$ cat config.mk
export PLATFORM = sky130hd
export DESIGN_NAME = matmul_output_drain
export DESIGN_NICKNAME = d
export VERILOG_FILES = /design/src/rtl/matmul_output_drain.sv
export SDC_FILE = /design/constraint.sdc
export NUM_CORES = 1
export LEC_CHECK = 0
export BUFFER_PORTS_ARGS = -buffer_cell sky130_fd_sc_hd__buf_2
export CORE_AREA = 2 2 238 240
export CTS_CLUSTER_DIAMETER = 100
export DETAILED_ROUTE_END_ITERATION = 8
export DIE_AREA = 0 0 240 242
export GPL_ROUTABILITY_DRIVEN = 0
export PLACE_DENSITY = 0.72
export REMOVE_ABC_BUFFERS = 1
export SYNTH_ARGS = -nofsm -noshare
export SYNTH_HDL_FRONTEND = slang
export SYNTH_SLANG_ARGS = --single-unit
$ cat constraint.sdc
create_clock -name clk -period 3.65 [get_ports clk]
set_input_delay 0.5475 -clock clk [delete_from_list [all_inputs] [get_ports clk]]
set_output_delay 0.5475 -clock clk [all_outputs]
set_load 0.005 [all_outputs]
$ cat src/rtl/matmul_output_drain.sv
// Result drain for the 4x4 systolic matmul array: snapshots the accumulators on the
// rising edge of done_mat_mul, then writes saturated rows to C memory over valid/ready.
module matmul_output_drain #(
  parameter int DWIDTH       = 16,
  parameter int AWIDTH       = 7,
  parameter int MAT_MUL_SIZE = 4
) (
  input  logic                                          clk,
  input  logic                                          reset,
  input  logic                                          done_mat_mul,
  input  logic [MAT_MUL_SIZE*MAT_MUL_SIZE*2*DWIDTH-1:0] matrix_c_in,
  input  logic [7:0]                                    final_mat_mul_size,
  input  logic [AWIDTH-1:0]                             c_base,
  input  logic                                          c_ready,
  output logic                                          c_wen,
  output logic [AWIDTH-1:0]                             c_addr,
  output logic [MAT_MUL_SIZE*DWIDTH-1:0]                c_data,
  output logic                                          busy,
  output logic                                          drain_done,
  output logic                                          overrun
);

  localparam int AW2 = 2 * DWIDTH;
  localparam int NE  = MAT_MUL_SIZE * MAT_MUL_SIZE;
  localparam int RW  = $clog2(MAT_MUL_SIZE);
  localparam int NW  = $clog2(MAT_MUL_SIZE + 1);

  typedef enum logic [1:0] {S_IDLE, S_WRITE, S_DONE} state_e;

  state_e                     state_q, state_d;
  logic                       done_q, done_d;
  logic [NE*AW2-1:0]          snap_q, snap_d;
  logic [AWIDTH-1:0]          c_base_q, c_base_d;
  logic [NW-1:0]              n_q, n_d;
  logic [RW-1:0]              row_q, row_d;
  logic                       c_wen_q, c_wen_d;
  logic [AWIDTH-1:0]          c_addr_q, c_addr_d;
  logic [MAT_MUL_SIZE*DWIDTH-1:0] c_data_q, c_data_d;
  logic                       busy_q, busy_d;
  logic                       drain_done_q, drain_done_d;
  logic                       overrun_q, overrun_d;

  logic                       trigger;
  logic [NW-1:0]              n_in;
  logic [RW-1:0]              row_nxt;

  function automatic logic [DWIDTH-1:0] sat(input logic [AW2-1:0] v);
    logic [AW2-DWIDTH:0] top;
    top = v[AW2-1:DWIDTH-1];
    if ((&top) || !(|top)) return v[DWIDTH-1:0];
    else if (v[AW2-1])     return {1'b1, {(DWIDTH-1){1'b0}}};
    else                   return {1'b0, {(DWIDTH-1){1'b1}}};
  endfunction

  // Columns at or beyond the active dimension are forced to zero.
  function automatic logic [MAT_MUL_SIZE*DWIDTH-1:0] row_sat(
    input logic [NE*AW2-1:0] m,
    input logic [RW-1:0]     r,
    input logic [NW-1:0]     n
  );
    logic [MAT_MUL_SIZE*DWIDTH-1:0] out;
    out = '0;
    for (int unsigned j = 0; j < MAT_MUL_SIZE; j++) begin
      if (j < 32'(n))
        out[j*DWIDTH +: DWIDTH] = sat(m[(32'(r) * MAT_MUL_SIZE + j) * AW2 +: AW2]);
    end
    return out;
  endfunction

  assign trigger = done_mat_mul && !done_q;
  assign n_in    = (final_mat_mul_size > 8'(MAT_MUL_SIZE)) ? NW'(MAT_MUL_SIZE)
                                                           : NW'(final_mat_mul_size);
  assign row_nxt = row_q + RW'(1);

  always_comb begin
    state_d      = state_q;
    done_d       = done_mat_mul;
    snap_d       = snap_q;
    c_base_d     = c_base_q;
    n_d          = n_q;
    row_d        = row_q;
    c_wen_d      = c_wen_q;
    c_addr_d     = c_addr_q;
    c_data_d     = c_data_q;
    busy_d       = busy_q;
    drain_done_d = 1'b0;
    overrun_d    = overrun_q;

    if (trigger && state_q != S_IDLE) overrun_d = 1'b1;

    case (state_q)
      S_IDLE: begin
        if (trigger) begin
          snap_d   = matrix_c_in;
          c_base_d = c_base;
          n_d      = n_in;
          row_d    = '0;
          busy_d   = 1'b1;
          if (n_in == '0) begin
            state_d      = S_DONE;
            drain_done_d = 1'b1;
          end else begin
            // First row comes straight from the input so c_wen rises one cycle after capture.
            state_d  = S_WRITE;
            c_wen_d  = 1'b1;
            c_addr_d = c_base;
            c_data_d = row_sat(matrix_c_in, '0, n_in);
          end
        end
      end
      S_WRITE: begin
        if (c_ready) begin
          if (NW'(row_q) == n_q - NW'(1)) begin
            state_d      = S_DONE;
            c_wen_d      = 1'b0;
            drain_done_d = 1'b1;
          end else begin
            row_d    = row_nxt;
            c_addr_d = c_base_q + AWIDTH'(row_nxt);
            c_data_d = row_sat(snap_q, row_nxt, n_q);
          end
        end
      end
      S_DONE: begin
        state_d = S_IDLE;
        busy_d  = 1'b0;
      end
      default: state_d = S_IDLE;
    endcase
  end

  always_ff @(posedge clk) begin
    if (!reset) begin
      state_q      <= S_IDLE;
      done_q       <= 1'b0;
      snap_q       <= '0;
      c_base_q     <= '0;
      n_q          <= '0;
      row_q        <= '0;
      c_wen_q      <= 1'b0;
      c_addr_q     <= '0;
      c_data_q     <= '0;
      busy_q       <= 1'b0;
      drain_done_q <= 1'b0;
      overrun_q    <= 1'b0;
    end else begin
      state_q      <= state_d;
      done_q       <= done_d;
      snap_q       <= snap_d;
      c_base_q     <= c_base_d;
      n_q          <= n_d;
      row_q        <= row_d;
      c_wen_q      <= c_wen_d;
      c_addr_q     <= c_addr_d;
      c_data_q     <= c_data_d;
      busy_q       <= busy_d;
      drain_done_q <= drain_done_d;
      overrun_q    <= overrun_d;
    end
  end

  assign c_wen      = c_wen_q;
  assign c_addr     = c_addr_q;
  assign c_data     = c_data_q;
  assign busy       = busy_q;
  assign drain_done = drain_done_q;
  assign overrun    = overrun_q;

endmodule

==> run metrics, run 1 <==
status complete, no violations; routed via count roughly 24,000; mux share of post-synthesis cell area between 10% and 20%; Fin Setup TNS 0 ns; worst path arrival time about 3.6 ns; Final Setup Violations 0; cells after synthesis 3,041; Hold Crit Class in2reg; biggest area consumer among synthesized cells dfxtp_1; Mapped Area 26,900 um^2; Power Density 488 nW/um^2; Async SR Flop Fraction 0%; Worst Hold Slack 0.172 ns; top cells by area, synth dfxtp_1, nand2_1, a21boi_0, mux4_2, clkbuf_1; FF-to-FF End c_data[7]; met3 wire length 5820 um; CP Buf/Inv Count 1; I/O pins 606; yosys synthesis warning count 0; proportion of layout cells with a drive suffix above 1 between 20% and 30%; height of the die 242 um; min cycle time layout 3.12 ns; initial DRC count between 1,500 and 2,000; Worst R2R Start row_q[0]; f_max 0.320 GHz; Post-Route WL 82,600 um; post-synthesis compound-gate area fraction 20.8%; Post-Synth XOR/XNOR Area less than 1%; Mean Syn Cell Area ~8.8 um^2; IO buf count 605; GR Overflow Total 0; Max-cap violations 0; met2 WL around 39,000 um; Routed Antenna Nets 0; Hold Path Sink snap_q[289]; DR DRC count 0; critical path class reg2reg; Critical Path End Type register; Lkg Pwr about 13 nW; CTS clk-pin slew, worst paths 0.06 ns; # rows 87; Top Family by Delay on Critical Path compound AO/OA/AOI/OAI gates; Synth Area in Adders 0.261%; RSZ-0062 raised after global routing no; Tot GR Track Use between 20 and 30%; largest family of logic cells by synthesized area compound AO/OA/AOI/OAI gates; maximum clock insertion buffer count 3; initial antenna violation count 21; startpoint of the worst hold path matrix_c_in[289]; # nets final 4,035; M1 wire length 35,200 um; worst-path fanout max 18; global-route wire length before repair between 100,000 and 150,000 um; clock latency on the worst-skew pair a little over 0.6 ns; VDD IR-drop max 351 uV; Seq/Total Area, Yosys 44.8%; CTS tree yes; # clock sinks 602; largest net degree at the start of global routing ~160; top cell type's share of synthesized area 44.8%; CP max-delay cell a41oi_2; CTS Buf Count 60; type of origin of the critical path register; fraction of the mapped netlist area in simple logic gates 18.5%; top post-synthesis cells by count nand2_1, dfxtp_1, a21boi_0; drt wl/cell between 15 and 20 um; PostCTS Resize Cnt 0; post-CTS setup buffers 0; Post-CTS Hold Buffers 0; R2R setup slack 0.53 ns; skew final 0.0141 ns; Slew HR 28.6%; Slew @ Worst Pin 1.07 ns; vias in the first global route 22,700; EDFF count, synth 0; Pre-antenna DRT Iters 5; Initial Util around half; Final HPWL DP 58,500 um; Slowest Stage Delay on Critical Path roughly 0.61 ns; chip width 240 um; Most used DFF post-synth dfxtp_1; Layout area overhead 20.4%; worst-path cell chain buf_4, mux4_2, nor4_1, a41oi_2, nor2_1, o22a_1, a21oi_1; fin. max-slew vios 0; count of distinct cell types in the synthesized netlist 52; top-count cell post-synth nand2_1; Core ar. approximately 56,000 um^2; number of synthesized register bits 602; via/cell ratio roughly 5.5; Max Used Layer met5; root buf cell clkbuf_16; final hold viol count 0; hold depth 3; worst path required time ~4 ns; H-tree depth 2; die area ~58,000 um^2; FF-to-FF path depth 7; fin crit share a little under nine tenths
## cell type report
class,count,area (um^2)
Multi-Input combinational cell,2180,13700
Clock buffer,80,1690
Inverter,11,41.3
Tap cell,756,946
Antenna cell,14,35.0
Sequential cell,602,12100
Clock inverter,29,350
Fill cell,5117,23400
Timing Repair Buffer,644,3540
## tightest hold or removal path, stage by stage
cell and delay, ns:
buf_2 0.09, nand2_1 0.04, a21boi_0 0.06
## flip-flops by register name, indices dropped and copies added (netlist names), 2 cells and up
| signal | count |
|---|---|
| snap_q | 512 |
| c_addr | 7 |
| state_q | 2 |
| c_data | 64 |
| row_q | 2 |
| c_base_q | 7 |
| n_q | 3 |
## cell families (layout without fill, tap and decap cells)
family,Yosys count,after routing
simple gates,1251,1251
buf+inv,259,764
fa+ha+maj,5,5
other cells,0,14
mux,129,129
flops,602,602
compound gates,786,786
xor+xnor,9,9
## worst max path at each step
stage,startpoint,end,slack (ns),cells past startpoint
after floorplan,done_mat_mul,c_data[47],-29.82,6
after global placement,final_mat_mul_size[4],c_data[46],0.56,7
after detailed placement,final_mat_mul_size[4],c_data[38],0.52,7
after CTS,row_q[0],c_data[0],0.55,7
after global routing,state_q[1],c_data[39],0.37,6
final,row_q[0],c_data[7],0.53,7
## through the flow
stage,cells,cell area [um^2],power (W),worst slack [ns],util (%)
2_1_floorplan,2793,25800,0.00891,-29.82,-
5_1_grt,4312,32400,0.0164,0.371,58.1
3_3_place_gp,4193,30300,0.00946,0.556,54.4
6_report,4316,32400,0.0158,0.530,58.1
3_5_place_dp,4193,30300,0.00950,0.520,54.4
4_1_cts,4302,32300,0.0159,0.552,58.0
## layer usage
layer	global-route usage, %	vias to the layer above
li1	-	11400
met1	36.6	11200
met2	44.6	803
met3	5.24	157
met4	10.1	18
met5	0	-
## placed cells by master, fill, tap and decap left out, drive strengths merged, types with 8 or more instances in the layout
cell type / count
nand2: 1060
o21ai: 93
diode: 14
nand4: 29
nor2: 79
o21bai: 15
buf: 644
a31oi: 27
o211ai: 20
o22a: 30
nor4: 36
bufinv: 8
inv: 11
nand3: 11
clkinv: 19
dfxtp: 602
a21boi: 527
mux4: 128
clkbuf: 80
a21oi: 51
## power by group
| group | internal [W] | total (W) | leakage [nW] | switching, W |
|---|---|---|---|---|
| combinational | 0.000884 | 0.00210 | 6.68 | 0.00121 |
| clock | 0.00379 | 0.00644 | 1.02 | 0.00265 |
| sequential | 0.00701 | 0.00727 | 4.94 | 0.000264 |
(Power assumes the default switching activity.)
==> inputs of run 2 (changes only) <==
--- a/config.mk
+++ b/config.mk
@@ -11,6 +11,7 @@
 export DETAILED_ROUTE_END_ITERATION = 8
 export DIE_AREA = 0 0 240 242
 export GPL_ROUTABILITY_DRIVEN = 0
+export MAX_ROUTING_LAYER = met4
 export PLACE_DENSITY = 0.72
 export REMOVE_ABC_BUFFERS = 1
 export SYNTH_ARGS = -nofsm -noshare
==> run 2 against run 1 <==
Compared with the run above:
- global-route usage up 0.85 points
- clock skew increased by 0.00097 ns
- core utilization is essentially flat
- clock power hardly changed
- combinational power is essentially flat
- die area stayed put
- largest power group unchanged
- critical endpoint is now c_data[0]
- sequential power is essentially flat
- critical path depth stayed put
- highest routed layer is now met4
- flip-flop and latch count unchanged
- register-to-register slack about the same
- final area is essentially flat
- wire length about the same
==> run metrics, run 2 (synthesis gave the netlist of run 1 again) <==
status complete, no violations; skew final 0.0150 ns (+0.000970 ns); largest net degree at the start of global routing 155 (unchanged); GR Overflow Total 0 (unchanged); Max-cap violations 0 (unchanged); VDD IR-drop max 352 uV (+0.31%); Most Crowded Layer GR met2; height of the die 242 um (unchanged); drt wl/cell 19.1 um (-0.18%); Initial Util 48.2% (unchanged); Lkg Pwr 12.6 nW (unchanged); fin crit share 85.1% (-0.41 points); CP max-delay cell a41oi_2; Post-Route WL 82,600 um (about the same); most common cell after layout, fill and taps aside nand2_1; global-route wire length before repair 126,000 um (about the same); min cycle time layout 3.11 ns (-0.0148 ns); Top Family by Delay on Critical Path compound AO/OA/AOI/OAI gates; met2 usage 44.4% (-0.13 points); Final Setup Violations 0 (unchanged); Core ar. 55,700 um^2 (unchanged); proportion of layout cells with a drive suffix above 1 24.7% (unchanged); IO buf count 605 (unchanged); Biggest register snap_q; CTS tree yes; f_max 0.322 GHz (+0.48%); chip width 240 um (unchanged); Final HPWL DP 58,500 um (unchanged); # nets final 4,035 (unchanged); die area 58,100 um^2 (unchanged); Layout area overhead 20.5% (about the same); worst path required time 4.11 ns (about the same); Critical Path End Type register; worst-path fanout max 18 (unchanged); Slew @ Worst Pin 1.08 ns (+0.00888 ns); Tot GR Track Use 28.4% (+0.85 points); H-tree depth 2 (unchanged); I/O pins 606 (unchanged); final hold viol count 0 (unchanged); DR DRC count 0 (unchanged); Pre-antenna DRT Iters 5 (unchanged); Worst Hold Slack 0.169 ns (-0.00294 ns); type of origin of the critical path register; worst path arrival time 3.56 ns (-0.03 ns); root buf cell clkbuf_16; Post-CTS Hold Buffers 0 (unchanged); Hold Crit Class in2reg; Fin Setup TNS 0 ns (unchanged); Slew HR 28.0% (-0.59 points); initial antenna violation count 21 (unchanged); RSZ-0062 raised after global routing no; Routed Antenna Nets 0 (unchanged); initial DRC count 1,763 (+1.8%); routing usage on met1 36.9% (+0.27 points); CTS clk-pin slew, worst paths 0.06 ns (about the same); Slowest Stage Delay on Critical Path 0.61 ns (about the same); via/cell ratio 5.45 (-0.21%); # clock sinks 602 (unchanged); CTS Buf Count 60 (unchanged); worst-path cell chain buf_4, mux4_2, nor4_1, a41oi_2, nor2_1, o22a_1, a21oi_1; fin worst setup slack 0.544 ns (+0.0148 ns); CP Buf/Inv Count 1 (unchanged); clock latency on the worst-skew pair 0.62 ns (about the same); most frequent cells in the layout nand2_1, buf_2, dfxtp_1; PostCTS Resize Cnt 0 (unchanged); Power Density 488 nW/um^2 (about the same); vias in the first global route 22,700 (+0.035%); post-CTS setup buffers 0 (unchanged); routed via count 23,600 (-0.0042%); pre-CTS setup slack 0.520 ns (unchanged); critical path class reg2reg; fin. max-slew vios 0 (unchanged); Largest register FFs 512 (unchanged); # rows 87 (unchanged); # fillers 5,116 (-0.020%); maximum clock insertion buffer count 3 (unchanged); met3 GRT Util 5.08% (-0.16 points)
==> run 2: cell type report <==
class | instances | area [um^2] | share of cell area (%)
inverter | 11 | 41.3 | 0.127
sequential | 602 | 12100 | 37.2
tap | 756 | 946 | 2.92
antenna | 23 | 57.6 | 0.178
multi-input combinational | 2180 | 13700 | 42.3
clock buffer | 80 | 1690 | 5.21
clock inverter | 29 | 350 | 1.08
timing repair buffer | 644 | 3540 | 10.9
==> run 2: through the flow <==
stage	std cells	area (um^2)	utilization, %	power [W]
final	4325	32400	58.1	0.0158
after floorplan	2793	25800	-	0.00891
after global placement	4193	30300	54.4	0.00946
after detailed placement	4193	30300	54.4	0.00950
after global routing	4323	32400	58.1	0.0164
after CTS	4302	32300	58.0	0.0159
==> run 2: power by group <==
group          internal (W)  switching [W]  total [W]
registers           0.00701       0.000263    0.00727
logic              0.000884        0.00121    0.00209
clock network       0.00379        0.00266    0.00645
total                0.0117        0.00413     0.0158
==> run 2: worst register-to-register path: stages (launching register included) <==
cell	delay, ns
dfxtp_4	0.45
buf_4	0.32
mux4_2	0.56
nor4_1	0.55
a41oi_2	0.61
nor2_1	0.25
o22a_1	0.15
a21oi_1	0.06
==> run 2: path summary, 6_finish.rpt <==
check	end	slack (ns)	cells after the start	from
max reg2reg	c_data[0]	0.54	7	row_q[0]
min reg2reg	snap_q[419]	0.46	2	snap_q[419]
max	c_data[0]	0.54	7	row_q[0]
min	snap_q[289]	0.17	3	matrix_c_in[289]
==> run 2: per-layer routing <==
| layer | wire [um] | share of wire [%] |
|---|---|---|
| met5 | 0 | 0 |
| met4 | 2680 | 3.2 |
| met3 | 5550 | 6.7 |
| met2 | 38800 | 47 |
| met1 | 35600 | 43 |
